`config.mk`:
```
export PLATFORM = sky130hd
export DESIGN_NAME = data_bus_arbiter
export DESIGN_NICKNAME = d
export VERILOG_FILES = /design/src/rtl/data_bus_arbiter.sv
export SDC_FILE = /design/constraint.sdc
export NUM_CORES = 1
export LEC_CHECK = 0
export ABC_AREA = 1
export CAP_MARGIN = 5
export CORE_AREA = 2 2 121 123
export DETAILED_ROUTE_END_ITERATION = 10
export DIE_AREA = 0 0 123 125
export DONT_BUFFER_PORTS = 1
export GPL_TIMING_DRIVEN = 1
export MAX_ROUTING_LAYER = met4
export PLACE_DENSITY_LB_ADDON = 0.1
export SLEW_MARGIN = 20
export SYNTH_ARGS = -nofsm -noshare
export SYNTH_HDL_FRONTEND = slang
export SYNTH_SLANG_ARGS = --single-unit
```
`constraint.sdc`:
```
create_clock -name clk -period 1.9 [get_ports clk]
set_clock_uncertainty 0.15 [all_clocks]
set_input_delay 0.19 -clock clk [delete_from_list [all_inputs] [get_ports clk]]
set_output_delay 0.19 -clock clk [all_outputs]
set_load 0.01 [all_outputs]
```
`src/rtl/data_bus_arbiter.sv`:
```
// Two-master data bus arbiter: CPU load/store unit (master 0) vs UART debug port (master 1).
// Ownership changes only at transfer boundaries and always pass through a one-cycle idle turnaround.
module data_bus_arbiter #(
    parameter int unsigned IDLE_RELEASE = 4,
    parameter int unsigned MAX_HOLD     = 64,
    parameter int unsigned CNT_WIDTH    = 8
) (
    input  logic        clk,
    input  logic        reset,
    input  logic [31:0] cpu_address,
    input  logic [31:0] cpu_write_data,
    input  logic [1:0]  cpu_mode,
    input  logic [1:0]  cpu_reqw,
    input  logic        cpu_reqs,
    input  logic        cpu_stall_lw,
    output logic [31:0] cpu_read_data,
    output logic        cpu_stall,
    input  logic [31:0] dbg_address,
    input  logic [31:0] dbg_write_data,
    input  logic [1:0]  dbg_mode,
    input  logic [1:0]  dbg_reqw,
    input  logic        dbg_reqs,
    input  logic        dbg_stall_lw,
    output logic [31:0] dbg_read_data,
    input  logic        dbg_halted,
    output logic        dbg_grant,
    output logic [31:0] bus_address,
    output logic [31:0] bus_write_data,
    output logic [1:0]  bus_mode,
    output logic [1:0]  bus_reqw,
    output logic        bus_reqs,
    output logic        bus_stall_lw,
    input  logic [31:0] bus_read_data,
    output logic        owner
);

    localparam logic [1:0] OWN_CPU  = 2'd0;
    localparam logic [1:0] HANDOVER = 2'd1;
    localparam logic [1:0] OWN_DBG  = 2'd2;

    localparam logic [1:0] MODE_IDLE  = 2'b00;
    localparam logic [1:0] MODE_READ  = 2'b01;
    localparam logic [1:0] MODE_WRITE = 2'b10;

    localparam logic [CNT_WIDTH-1:0] IDLE_LAST = CNT_WIDTH'(IDLE_RELEASE - 1);
    localparam logic [CNT_WIDTH-1:0] HOLD_LAST = CNT_WIDTH'(MAX_HOLD - 1);

    logic [1:0]           r_state;
    logic                 r_target;
    logic                 r_rd_phase;
    logic [CNT_WIDTH-1:0] r_idle_cnt;
    logic [CNT_WIDTH-1:0] r_hold_cnt;

    logic [1:0]           w_state_nxt;
    logic                 w_target_nxt;
    logic                 w_rd_phase_nxt;
    logic [CNT_WIDTH-1:0] w_idle_cnt_nxt;
    logic [CNT_WIDTH-1:0] w_hold_cnt_nxt;

    logic [1:0]           w_own_mode;
    logic                 w_switchable;
    logic                 w_sel_dbg;
    logic                 w_dbg_wants;
    logic                 w_release;

    function automatic logic [CNT_WIDTH-1:0] sat_inc(input logic [CNT_WIDTH-1:0] v);
        return (v == '1) ? v : v + 1'b1;
    endfunction

    // Mode of whichever master currently drives the bus; idle during turnaround.
    always_comb begin
        case (r_state)
            OWN_CPU: w_own_mode = cpu_mode;
            OWN_DBG: w_own_mode = dbg_mode;
            default: w_own_mode = MODE_IDLE;
        endcase
    end

    assign w_switchable = (w_own_mode == MODE_IDLE) || (w_own_mode == MODE_WRITE) || r_rd_phase;
    assign w_dbg_wants  = (dbg_mode != MODE_IDLE) || dbg_halted;
    assign w_release    = !dbg_halted && w_switchable &&
                          (((r_idle_cnt == IDLE_LAST) && (dbg_mode == MODE_IDLE)) ||
                           (r_hold_cnt >= HOLD_LAST));

    always_comb begin
        w_state_nxt    = r_state;
        w_target_nxt   = r_target;
        w_rd_phase_nxt = 1'b0;
        w_idle_cnt_nxt = '0;
        w_hold_cnt_nxt = '0;
        case (r_state)
            OWN_CPU: begin
                w_rd_phase_nxt = !r_rd_phase && (cpu_mode == MODE_READ);
                if (w_dbg_wants && w_switchable) begin
                    w_state_nxt    = HANDOVER;
                    w_target_nxt   = 1'b1;
                    w_rd_phase_nxt = 1'b0;
                end
            end
            HANDOVER: begin
                w_state_nxt = r_target ? OWN_DBG : OWN_CPU;
            end
            OWN_DBG: begin
                w_rd_phase_nxt = !r_rd_phase && (dbg_mode == MODE_READ);
                if ((dbg_mode == MODE_IDLE) && !dbg_halted)
                    w_idle_cnt_nxt = sat_inc(r_idle_cnt);
                if ((cpu_mode != MODE_IDLE) && !dbg_halted)
                    w_hold_cnt_nxt = sat_inc(r_hold_cnt);
                if (w_release) begin
                    w_state_nxt    = HANDOVER;
                    w_target_nxt   = 1'b0;
                    w_rd_phase_nxt = 1'b0;
                end
            end
            default: begin
                w_state_nxt  = OWN_CPU;
                w_target_nxt = 1'b0;
            end
        endcase
    end

    always_ff @(posedge clk or posedge reset) begin
        if (reset) begin
            r_state    <= OWN_CPU;
            r_target   <= 1'b0;
            r_rd_phase <= 1'b0;
            r_idle_cnt <= '0;
            r_hold_cnt <= '0;
        end else begin
            r_state    <= w_state_nxt;
            r_target   <= w_target_nxt;
            r_rd_phase <= w_rd_phase_nxt;
            r_idle_cnt <= w_idle_cnt_nxt;
            r_hold_cnt <= w_hold_cnt_nxt;
        end
    end

    // During turnaround the address/data/width already point at the incoming owner.
    always_comb begin
        case (r_state)
            OWN_DBG:  w_sel_dbg = 1'b1;
            HANDOVER: w_sel_dbg = r_target;
            default:  w_sel_dbg = 1'b0;
        endcase
    end

    always_comb begin
        bus_address    = w_sel_dbg ? dbg_address    : cpu_address;
        bus_write_data = w_sel_dbg ? dbg_write_data : cpu_write_data;
        bus_reqw       = w_sel_dbg ? dbg_reqw       : cpu_reqw;
        bus_reqs       = w_sel_dbg ? dbg_reqs       : cpu_reqs;
        bus_mode       = MODE_IDLE;
        bus_stall_lw   = 1'b0;
        cpu_read_data  = '0;
        dbg_read_data  = '0;
        case (r_state)
            OWN_CPU: begin
                bus_mode      = cpu_mode;
                bus_stall_lw  = cpu_stall_lw;
                cpu_read_data = bus_read_data;
            end
            OWN_DBG: begin
                bus_mode      = dbg_mode;
                bus_stall_lw  = dbg_stall_lw;
                dbg_read_data = bus_read_data;
            end
            default: ;
        endcase
    end

    assign owner     = (r_state == OWN_DBG);
    assign dbg_grant = (r_state == OWN_DBG);
    assign cpu_stall = (cpu_mode != MODE_IDLE) && (r_state != OWN_CPU);

endmodule

```
# Yosys cells after proc, flatten, opt, wreduce, memory -nomap -nowiden
# Index checks and enable logic that the tools add are counted.
[totals]
n_memories = 0
output_inout_bits = 137
reg_bits = 20
input_bits = 175
mem_bits_rw = 0
latchBits = 0
wordCells = 69
mem_bits_ro = 0
[op_classes]
multipliers = 0
magnitude_cmp = 1
eq_ne = 12
add_sub_neg = 2
div_mod_pow = 0
muxes = 25
n_bitwise = 1
reduce_logical = 23
shifts = 0
[op_table]
columns = ["cell", "count"]
rows = [
  ["$mux 32", 4],
  ["$mux 8", 6],
  ["$add 8x1->8 const B", 2],
  ["$eq 8x8->1 const B", 2],
  ["$logic_and 1x1->1", 9],
  ["$eq 8x2->1 const B", 1],
  ["$ge 8x6->1 const B", 1],
  ["$mux 2", 4],
  ["$eq 2x1->1 const B", 3],
  ["$logic_not 2->1", 3],
  ["$ne 3x3->1 const B", 2],
  ["$pmux 1 s2", 3],
  ["$pmux 2 s3", 1],
  ["$reduce_bool 2->1", 3],
  ["$mux 1", 5],
  ["$eq 2x2->1 const B", 2],
  ["$logic_or 1x1->1", 4],
  ["$pmux 2 s2", 1],
  ["$pmux 1 s3", 1],
  ["$reduce_and 3->1", 1],
  ["$logic_not 1->1", 2],
  ["$ne 2x1->1 const B", 1],
  ["$ne 2x2->1 const B", 1],
  ["$reduce_and 2->1", 1],
  ["$not 1->1", 1],
]

# Longest topological paths before layout
[logic_depth]
word_depth = 9
depth_mapped = 13
mapped_depth_nobuf = 12

# Least setup slack after synthesis
# OpenSTA, ideal clock, no wires.
[synth_path]
kind = "register to output"
start = "register r_state[0]"
end = "output bus_reqw[0]"
required_ps = 1560
path_buffers = 3
arrival_time_ps = 1706
slack_ps = -146
path_stages_with_launch = 10
cell_sequence = "dfrtp_1 inv_1 ha_1 buf_4 inv_4 o21ai_2 nand2_2 buf_6 buf_6 mux2_4"
[synth_between]
elab_chain_len = 3
elab_cells_between_ends = 4
classes_between = "eq/ne (2); mux (2)"
[synth_lines]
columns = ["element", "line", "source"]
rows = [
  ["from (decl)", "48", "logic [1:0] r_state;"],
  ["from (signal assigned)", "130", "r_state <= w_state_nxt;"],
  ["$eq 2x2->1", "n/a", ""],
  ["via dbg_grant", "26", "output logic dbg_grant,"],
  ["$pmux 1 s2", "140", "case (r_state)"],
  ["$mux 2", "150", "bus_reqw = w_sel_dbg ? dbg_reqw : cpu_reqw;"],
  ["to (decl)", "30", "output logic [1:0] bus_reqw,"],
]
# The timed path passes the listed nets, and every way through them passes these cells.

# Worst setup path in the final report
[layout_path]
start = "register r_state[1]"
end = "output bus_write_data[23]"
[layout_between]
elab_chain_len = 3
elab_cells_between_ends = 4
classes_between = "eq/ne (2); mux (2)"
[layout_lines]
columns = ["element", "line", "source"]
rows = [
  ["$eq 2x1->1 or $eq 2x2->1 (tied branches)", "140", ""],
  ["$pmux 1 s2 *", "140", ""],
  ["$mux 32 *", "149", "bus_write_data = w_sel_dbg ? dbg_write_data : cpu_write_data;"],
  ["to (decl)", "28", "output logic [31:0] bus_write_data,"],
]
# Every way passes the cells marked *; elsewhere a longest branch is shown, timed or not.

==> impl_results.md <==
* Status: complete, but fails checks
* Failing checks: setup timing
* CTS HTree Levels at 1
* Synth cell count leaders: 101 x nand2_1, 91 x inv_1, 37 x mux2_2
* Core Area at 14,200 um^2
* Pre-CTS setup slack at -53.87 ps
* Final worst path period need at roughly 2200 ps
* Min-delay src: dbg_mode[1]
* Setup crit start kind: flop
* Sw Share at 47.36%
* Inst Count DP at around 560
* Crit path required time at 1560 ps
* DR DRC count at 0
* Crit path max-delay cell type: dfrtp_1
* # IOs at 312
* Number of buffers and inverters on the critical path at 4
* Mapped Area at between 2000 and 3000 um^2
* Clock slew at reported path FFs at 60 ps
* CTS max path bufs at 2
* CP Capture Type: output pin
* Antenna Violating Nets Remaining at 0
* Port bufs at 0
* Per-cell routed wire length at 22.39 um
* Pins Over Slew Limit at 0
* CP most frequent cell: inv_2
* CTS Root Cell: clkbuf_16
* Total GRT Usage at 16.26%
* Number of global-route vias before repair at around 2,500
* Rows at 44
* Ys flop type: dfrtp_1
* WP data arrival at 1850 ps
* Synth Area per Inst at about 7.1 um^2
* CP cell instances: inv_2 > ha_4 > inv_2 > o21ai_4 > nand2_8 > buf_4 > buf_8 > mux2_4
* Drt pass-1 iters at 4
* Final Hold Vio Count at 0
* Clock power frac at a little under a tenth
* Worst hold slack at 4.344 ps
* First-pass GRT wire length at 17,010 um
* Reported leakage power at 2.075 nW
* CTS Buf Count at 3
* Layout Cells excl Fill at 600
* Share of layout cells above drive strength 1 at 34.17%
* Crit path depth at 8
* Sequential share of the synthesized area at 18.74%
* Synthesized net count at around 560
* Post-synthesis register bit count at 20
* Final WS setup at -288.8 ps
* RSZ-0062 raised after global routing: true
* CTS tree: built
* Internal power at 2.705 mW
* NetSw at 2.434 mW
* DP HPWL at 11,180 um
* Fin nets at 581
* Worst hold path cell count at 3
* Pin count of the biggest net entering global routing at 33
* Max cap viols at 0
* Util after Layout at 25.13%
* Worst R2R End: r_target
* Reg power frac at a little under 10%
* Clk_lat worst skew at approximately 250 ps
* Drt initial violations at 90
* Number of flops mapped to enable cells by yosys at 0
* Top cell type's share of synthesized area at 18.74%
* CTS sink cnt at 20
* Gate power share at 80.6%
* Yosys Warn Count at 0
* Cells after synthesis at 374
* Remaining global-route overflow at 0
* Synth-to-layout area growth at 33.63%
* Die width at between 100 and 150 um
* Worst Setup Path Type: flop to output pin
* CP max FO at 7
* Worst VDD drop at roughly 0.00040 V
* Max-Slew Margin vs Limit at 74.15%
* Max stage delay on crit path at 390 ps
* Hold Path Sink: r_rd_phase
* Leading area contributor after synthesis: dfrtp_1
* Worst reg-to-reg setup slack at about 40 ps
* Vias per cell at 4.385
* Chip Height at 125 um
* Final WL at 13,430 um
* FFs w/ async S/R, synth at 100.0%
* Slew @ Worst Pin at 384.8 ps
* Initial core utilization at 18.81%
* Count leader, synth: nand2_1
* Peak Freq at 456.9 MHz
* Final setup viols at 69
* Die Footprint at 15,380 um^2
* Hold WC Path Type: input port to flop
* Initial antenna violation count at 17
* Period utilisation layout at 115.2%
* Ranking of synthesized cells by area: dfrtp_1 19%, mux2_4 17%, mux2_2 16%
* Post-synth cell types at 30
* Placer Congestion at around 0.82
* R2r worst-path depth at 11
* Cell family with most CP delay: buffers and inverters
* Vias after detailed routing at 2,631
* Critical R2R Launch: r_state[1]
* PwrDens at 1440 nW/um^2
==> stage by stage <==
stage	power [mW]	area (um^2)	TNS [ps]
after floorplan	3.071	2701	-64.96
after global placement	3.719	2988	-80.86
after detailed placement	3.696	2988	-683.8
after CTS	4.892	3371	-17810
after global routing	5.545	3567	-21310
final	5.140	3570	-16020
==> flip-flops by register name, indices dropped and copies added (netlist names) <==
| name | flops |
|---|---|
| r_idle_cnt | 8 |
| r_hold_cnt | 8 |
| r_state | 2 |
| r_rd_phase | 1 |
| r_target | 1 |
==> repair_timing <==
item / in CTS / in global routing
hold buffers: 2 / 0
gates cloned: 4 / 2
resized for setup: 34 / 32
setup buffers: 6 / 5
endpoints found under the setup margin: 114 / 150
hold endpoints to repair: 21 / 0
pin swaps: 2 / 3
==> worst min-delay path: stages <==
cell,delay (ps)
nor3_1,30
nand3_1,90
a21oi_2,60
==> cells by family after synthesis <==
family          share of synthesized area [%]
mux                                     32.46
fa+ha+maj                               3.279
simple gates                            22.44
compound gates                          6.276
buf+inv                                 16.81
flops                                   18.74
==> power groups by stage <==
stage	sequential, mW	clock (mW)	combinational (mW)
detailed placement	0.506	0	3.19
finish	0.503	0.495	4.14
CTS	0.495	0.516	3.88
floorplan	0.505	0	2.57
global placement	0.506	0	3.21
global route	0.510	0.540	4.50
==> layout make-up <==
cell class                      instances  area [um^2]
Antenna cell                           18        45.04
Clock buffer                            4        88.84
Fill cell                            1569        10630
Inverter                               92        352.8
Multi-Input combinational cell        246         1904
Sequential cell                        20        501.7
Tap cell                              184        230.2
Timing Repair Buffer                   36        446.7
==> routing by layer <==
layer  global-route usage (%)  share of wire (%)  up-vias
met1                    18.88                 40     1211
met2                    23.82                 44      177
met3                    11.09                 15        2
li1                         -                  -     1241
met5                        -                  0        -
met4                    2.005               0.30        0
==> cell usage in the layout, fill, tap and decap left out, types with 5 or more instances in the layout <==
cell	instances
nor2_1	12
a21oi_1	5
nor3_1	5
mux2_2	21
nand2_1	98
diode_2	18
inv_1	82
nand3_1	15
inv_2	8
o21ai_0	9
mux2_4	46
buf_4	19
dfrtp_1	19
clkbuf_16	5
buf_6	5
==> worst max-delay path by stage <==
| stage | start | slack, ps | to |
|---|---|---|---|
| after global routing | r_state[1] | -350 | bus_write_data[23] |
| after floorplan | r_state[0] | -2 | bus_reqw[0] |
| final | r_state[1] | -290 | bus_write_data[23] |
| after CTS | r_state[1] | -300 | bus_address[29] |
| after global placement | r_state[1] | -10 | bus_address[1] |
| after detailed placement | r_state[1] | -50 | bus_address[31] |
No activity file was read; power rests on OpenSTA's default activity.
